$ cat src/rtl/vga_timing_decoder.sv
// Sink-side VGA timing decoder: re-times the sync stream through a 2-stage pipeline,
// rebuilds hcount/vcount from blanking edges and verifies line/frame geometry for lock.
module vga_timing_decoder #(
    parameter int H_TOTAL     = 1056,
    parameter int V_TOTAL     = 628,
    parameter int LOCK_FRAMES = 2
) (
    input  logic        clk,
    input  logic        rst,
    input  logic        hsync_in,
    input  logic        vsync_in,
    input  logic        hblnk_in,
    input  logic        vblnk_in,
    output logic        hsync,
    output logic        vsync,
    output logic        hblnk,
    output logic        vblnk,
    output logic [10:0] hcount,
    output logic [10:0] vcount,
    output logic        locked,
    output logic        line_err,
    output logic        frame_err
);

    // state   | meaning
    // SEARCH  | waiting for the first vsync rise; errors are not reported
    // MEASURE | counting consecutive clean frames towards lock
    // LOCKED  | geometry verified; any error drops back to MEASURE
    typedef enum logic [1:0] {
        SEARCH  = 2'd0,
        MEASURE = 2'd1,
        LOCKED  = 2'd2
    } state_t;

    localparam logic [11:0] LINE_LEN  = 12'(H_TOTAL);
    localparam logic [11:0] LINE_TMO  = 12'(2 * H_TOTAL);
    localparam logic [10:0] FRAME_LEN = 11'(V_TOTAL);
    localparam logic [3:0]  LOCK_N    = 4'(LOCK_FRAMES);
    localparam logic [10:0] CNT_MAX   = '1;

    logic [3:0]  s1;
    logic [3:0]  s2;
    logic [11:0] line_cnt;
    logic        line_seen;
    logic        timed_out;
    logic [10:0] frame_cnt;
    logic        frame_end;
    state_t      state;
    logic [3:0]  good_frames;
    logic        frame_bad;

    logic hs_rise;
    logic vs_rise;
    logic hb_fall;
    logic vb_fall;
    logic report;
    logic line_bad;
    logic line_tmo;
    logic frame_miscount;

    // s1/s2 are packed {hsync, vsync, hblnk, vblnk}; s2 doubles as the output stage.
    assign {hsync, vsync, hblnk, vblnk} = s2;

    assign hs_rise = s1[3] & ~s2[3];
    assign vs_rise = s1[2] & ~s2[2];
    assign hb_fall = ~s1[1] & s2[1];
    assign vb_fall = ~s1[0] & s2[0];
    assign report  = (state != SEARCH);

    // A line that already timed out has been reported; its closing edge is not judged again.
    assign line_bad       = hs_rise & line_seen & ~timed_out & ((line_cnt + 12'd1) != LINE_LEN);
    assign line_tmo       = ~hs_rise & ~timed_out & (line_cnt == (LINE_TMO - 12'd1));
    assign frame_miscount = vs_rise & (frame_cnt != FRAME_LEN);

    always_ff @(posedge clk or negedge rst) begin
        if (!rst) begin
            s1        <= '0;
            s2        <= '0;
            hcount    <= '0;
            vcount    <= '0;
            line_cnt  <= '0;
            line_seen <= 1'b0;
            timed_out <= 1'b0;
            frame_cnt <= '0;
            frame_end <= 1'b0;
            line_err  <= 1'b0;
            frame_err <= 1'b0;
        end else begin
            s1 <= {hsync_in, vsync_in, hblnk_in, vblnk_in};
            s2 <= s1;

            if (hb_fall) begin
                hcount <= '0;
                if (vb_fall) begin
                    vcount <= '0;
                end else if (vcount != CNT_MAX) begin
                    vcount <= vcount + 11'd1;
                end
            end else if (hcount != CNT_MAX) begin
                hcount <= hcount + 11'd1;
            end

            if (hs_rise) begin
                line_cnt  <= '0;
                line_seen <= 1'b1;
                timed_out <= 1'b0;
            end else if (line_tmo) begin
                line_cnt  <= LINE_TMO;
                timed_out <= 1'b1;
            end else if (!timed_out) begin
                line_cnt <= line_cnt + 12'd1;
            end

            // An hsync rise coinciding with the vsync rise belongs to the new frame.
            if (vs_rise) begin
                frame_cnt <= hs_rise ? 11'd1 : 11'd0;
            end else if (hs_rise && frame_cnt != CNT_MAX) begin
                frame_cnt <= frame_cnt + 11'd1;
            end

            frame_end <= vs_rise;
            line_err  <= report & (line_bad | line_tmo);
            frame_err <= report & frame_miscount;
        end
    end

    // Frame judgement runs one cycle behind vs_rise so the closing frame_err is included.
    always_ff @(posedge clk or negedge rst) begin
        if (!rst) begin
            state       <= SEARCH;
            good_frames <= '0;
            frame_bad   <= 1'b0;
            locked      <= 1'b0;
        end else begin
            case (state)
                SEARCH: begin
                    if (frame_end) begin
                        state       <= MEASURE;
                        good_frames <= '0;
                        frame_bad   <= 1'b0;
                    end
                end
                MEASURE: begin
                    if (frame_end) begin
                        frame_bad <= 1'b0;
                        if (frame_bad || line_err || frame_err) begin
                            good_frames <= '0;
                        end else if ((good_frames + 4'd1) == LOCK_N) begin
                            good_frames <= LOCK_N;
                            state       <= LOCKED;
                            locked      <= 1'b1;
                        end else begin
                            good_frames <= good_frames + 4'd1;
                        end
                    end else if (line_err || frame_err) begin
                        good_frames <= '0;
                        frame_bad   <= 1'b1;
                    end
                end
                LOCKED: begin
                    if (line_err || frame_err) begin
                        state       <= MEASURE;
                        locked      <= 1'b0;
                        good_frames <= '0;
                        frame_bad   <= ~frame_end;
                    end
                end
                default: begin
                    state       <= SEARCH;
                    good_frames <= '0;
                    frame_bad   <= 1'b0;
                    locked      <= 1'b0;
                end
            endcase
        end
    end

endmodule
$ cat config.mk
export PLATFORM = sky130hd
export DESIGN_NAME = vga_timing_decoder
export DESIGN_NICKNAME = d
export VERILOG_FILES = /design/src/rtl/vga_timing_decoder.sv
export SDC_FILE = /design/constraint.sdc
export NUM_CORES = 1
export LEC_CHECK = 0
export CAP_MARGIN = 20
export CORE_UTILIZATION = 30
export DETAILED_ROUTE_END_ITERATION = 10
export SKIP_CTS_REPAIR_TIMING = 1
export SYNTH_ARGS = -nofsm -noshare
export SYNTH_HDL_FRONTEND = slang
export SYNTH_SLANG_ARGS = --single-unit
$ cat constraint.sdc
create_clock -name clk -period 2.5 [get_ports clk]
set_input_delay 0.75 -clock clk [delete_from_list [all_inputs] [get_ports clk]]
set_output_delay 0.75 -clock clk [all_outputs]
set_load 0.05 [all_outputs]
Word-level counts from Yosys, hierarchy flattened
Index checks and enable logic that the tools add are counted. Widths: inputs -> output; s select.

Word-level logic and storage cells: 105. Input port bits: 6. Register bits after elaboration: 66.

Equal/unequal tests: 16. Reductions and logical operators: 14. Mux-type cells: 34. Bitwise logic cells: 21. $add $sub $neg: 5.

Operators with widths (number): $mux 11 (6); $mux 12 (3); $add 11x1->11 const B (3); $ne 11x11->1 const B (3); $mux 4 (5); $add 12x1->12 const B (1); $and 1x1->1 (12); $eq 12x12->1 const B (1); $ne 12x11->1 const B (1); $pmux 4 s3 (1); $mux 1 (11); $ne 11x10->1 const B (1); $mux 2 (5); $ne 2x2->1 const B (5); $reduce_and 5->1 (2); $reduce_bool 2->1 (5); $not 1->1 (8); $pmux 1 s3 (2); $pmux 2 s3 (1); $add 4x1->4 const B (1); $eq 4x2->1 const B (1); $logic_or 1x1->1 (3); $ne 3x1->1 const B (1); $ne 3x3->1 const B (1); 7 further kinds (7).

Logic depth before layout (Yosys ltp)
Gate-level depths: netlist (run 1).

Depth after elaboration: 7. Gate-level depth with buffers: 9. Mapped depth without buffers: 7.

Worst setup path before layout (run 1)
OpenSTA, ideal clock, no wires.

Path kind: flip-flop to flip-flop. Start point: reg line_cnt[0]. End point: reg line_err. Data arrival time: 2080 ps. Stages on the path, launching flop included: 8. Setup time: 120 ps. Setup slack: 300 ps. Period minus slack after synthesis: 2200 ps. Required time: 2380 ps. Cells stage by stage: dfrtp_1 > ha_1 > nand3_2 > or4_1 > a21oi_1 > a21oi_1 > or4_1 > a41o_1.

Word-level cells in the longest chain between the ends: 5.

Ends and longest elaborated chain: start, declared (line 43) `logic [11:0] line_cnt;`; start signal, assigned (line 111) `line_cnt <= line_cnt + 12'd1;`; $add 12x1->12 (line 71) `assign line_bad = hs_rise & line_seen & ~timed_out & ((line_cnt + 12'd1) != LINE_LEN);`; $ne 12x11->1 (line 71); $and 1x1->1 (line 71); $or 1x1->1 (*) (line 122) `line_err <= report & (line_bad | line_tmo);`; $and 1x1->1 (*) (line 122); end signal, assigned (line 122); end, declared (line 21) `output logic line_err,`.

Every way passes the cells marked *; elsewhere a longest branch is shown, timed or not. A chain may end at the register's enable or synchronous reset.

Final worst setup path (run 1)
Start point: reg vcount[3]. End point: out vcount[3].

RTL lines: start, declared (line 19) `output logic [10:0] vcount,`; start signal, assigned (line 97) `vcount <= vcount + 11'd1;`.

No word-level cell between the ends.

==> results of run 1 <==
## path summary, 6_finish.rpt
path,startpoint,to,slack [ns]
max in group asynchronous,rst,s1[3]$_DFF_PN0_,1.79
min in group asynchronous,rst,line_cnt[2]$_DFFE_PN0P_,0.41
setup / recovery,vcount[3]$_DFFE_PN0P_,vcount[3],0.09
setup reg to reg,line_cnt[1]$_DFFE_PN0P_,line_err$_DFF_PN0_,0.20
hold reg to reg,s1[0]$_DFF_PN0_,s2[0]$_DFF_PN0_,0.37
hold / removal,s1[0]$_DFF_PN0_,s2[0]$_DFF_PN0_,0.37
## flip-flops by register name, indices dropped and copies added, names as in the netlist
| name | cells |
|---|---|
| hcount | 11 |
| timed_out | 1 |
| frame_cnt | 11 |
| vcount | 11 |
| frame_bad | 1 |
| line_seen | 1 |
| locked | 1 |
| s1 | 4 |
| state | 2 |
| line_err | 1 |
| frame_end | 1 |
| line_cnt | 12 |
| s2 | 4 |
| good_frames | 4 |
| frame_err | 1 |
## layout make-up
type / instances / area (sq um)
Multi-Input combinational cell: 263 / 1640
Fill cell: 1078 / 6780
Clock buffer: 9 / 124
Inverter: 14 / 52.6
Sequential cell: 66 / 1650
Clock inverter: 7 / 76.3
Tap cell: 140 / 175
Timing Repair Buffer: 39 / 385
## synthesized netlist by cell type (6+ instances only)
| cell | number | area (sq um) |
|---|---|---|
| a21oi_1 | 16 | 80.1 |
| and3_1 | 9 | 56.3 |
| dfrtp_1 | 66 | 1650 |
| ha_1 | 12 | 150 |
| inv_1 | 13 | 48.8 |
| nand2_1 | 23 | 86.3 |
| nand2b_1 | 8 | 50.1 |
| nand3_1 | 20 | 100 |
| nand4_1 | 9 | 56.3 |
| nor2_1 | 48 | 180 |
| nor2b_1 | 6 | 37.5 |
| nor3_1 | 8 | 40.0 |
| o21ai_0 | 20 | 100 |
| xnor2_1 | 7 | 61.3 |
| xor2_1 | 18 | 158 |
## per-stage QoR
step,setup WS (ns),util (%),cells
finish,0.0861,37.7,538
global route,0.0226,37.7,538
CTS,0.0754,37.7,538
detailed placement,0.178,35.9,522
global placement,0.200,35.9,522
floorplan,0.300,-,352
## logic make-up after synthesis
group | share of synthesized area (%)
muxes | 1.18
and+or+nand+nor | 24.3
DFF | 48.8
adders and majority gates | 4.44
AOI/OAI and AO/OA | 12.1
buffers and inverters | 2.70
xor gates and xnor gates | 6.47
## routing by layer
| layer | track usage (%) | wire, um |
|---|---|---|
| met1 | 17.3 | 3410 |
| met2 | 20.5 | 3300 |
| met3 | 2.71 | 172 |
| met4 | 5.28 | 108 |
| met5 | 0 | 0 |
## power by group through the flow
| stage | clock network, mW | logic (mW) | registers (mW) |
|---|---|---|---|
| floorplan | 0 | 0.402 | 1.52 |
| global placement | 0 | 0.823 | 1.36 |
| detailed placement | 0 | 0.842 | 1.36 |
| CTS | 0.949 | 0.846 | 1.34 |
| global route | 1.01 | 0.929 | 1.37 |
| finish | 0.920 | 0.835 | 1.34 |
==> metrics.yaml, run 1 <==
drt:
  num_vias: 2678
  viasPerCell: 4.98
  ant_nets: 0
  totalWireLength_um: 6990
  route.detailed.drc: 0
  wire_per_inst_um: 13.0
  drtPass1Iterations: 4
  drtIter0Drc: 224
synthesis:
  ys.flop_type: "dfrtp_1"
  syn_inst: 352
  ys_types: 53
  yosys_warnings: 0
  syn-cell-area_sq_mm: 0.00338
  ys_seq_elements: 66
  synthArstFlopShare_pct: 100
  syn-num-nets: 370
  avgSynthCellArea_sq_um: 9.61
  synth_edf_count: 0
  seq_area_frac_synth_pct: 48.8
grt:
  first_global_vias: 2540
  grt_usage_pct: 13.0
  antenna_found_initial: 0
  grt_max_degree: 67
  grt_pass1_wl_um: 11900
  grt_overflow: 0
sta:
  finalSetupViolCount: 0
  rsz0062_at_grt: "false"
  slew_headroom_pct: 57.0
  hold_viol: 0
  worst_pin_slew_ns: 0.646
  holdWs_ns: 0.368
  final_max_slew_viol_count: 0
  period_needed_ns: 2.41
  timing.final.crit_share_pct: 96.6
  setup_tns_ns: 0
  skew_ns: 0.0160
  max_freq_mhz: 414
power:
  worst_ir_drop_vdd_mv: 0.311
  sequentialPowerShare_pct: 43.3
  p_switching_mw: 1.14
  pwr-share-comb_pct: 27.0
  p_sw_share_pct: 36.9
  clkPwrFrac_pct: 29.7
  power.total_mw: 3.10
  p_per_area_mw_per_mm2: 754
  power_leakage_nw: 1.76
  cellInternalPower_mw: 1.95
layout:
  fin_area_sq_mm: 0.00411
  syn2layout_area_growth_pct: 21.4
  final_common_cell: "dfrtp_1"
  final_cell_mix: "dfrtp_1 (66), nor2_1 (48), clkdlybuf4s50_1 (33)"
  diodes: 0
  fin_nets: 411
  layout-drive-gt1-share_pct: 7.79
worst_setup_path:
  path_delay_family: "buffers and inverters"
  path_buf_inv: 1
  cp_max_fo: 6
  path_cells: "clkdlybuf4s50_1"
  ff2ff_path_depth: 7
  critPathKind: "reg2out"
  cp_num_cells: 1
  cp-end-kind: "output port"
  worst_path_max_delay_cell: "clkdlybuf4s50_1"
  arrival_ns: 1.66
  max_stage_delay_ns: 0.85
  critPathLaunchType: "flop"
  crit_required_ns: 1.75
die:
  start_util_pct: 31.1
  die_w_um: 108
  rows: 38
  dieHeight_um: 108
  io_pins: 35
  die_area_sq_mm: 0.0117
  core_area_sq_mm: 0.0109
clock_tree:
  htreeDepth: 3
  clockBufferDepth: 2
  clock_sinks: 66
  cts-root-buf: "clkbuf_8"
  cts_tree: "yes"
  cts_made_buffers: 9
  clk_pin_slew_ns: 0.08
  clk-insertion-delay-late_ns: 0.35
worst_hold_path:
  hold_class: "reg2reg"
  min_path_cells: 0
placement:
  port_buffers: 34
  place_area_sq_mm: 0.00390
  detailed_place_hpwl_um: 4820
  gp_congestion: 0.800
job:
  cap_viol_max_count: 0
outcome:
  run_status: "completed"
(Power assumes the default switching activity.)
==> run 2, diff against run 1 <==
Settings changed: HOLD_SLACK_MARGIN set to 0.12.
==> results of run 2 <==
Same layout as run 1: the final DEF is identical, and so are final timing and power.
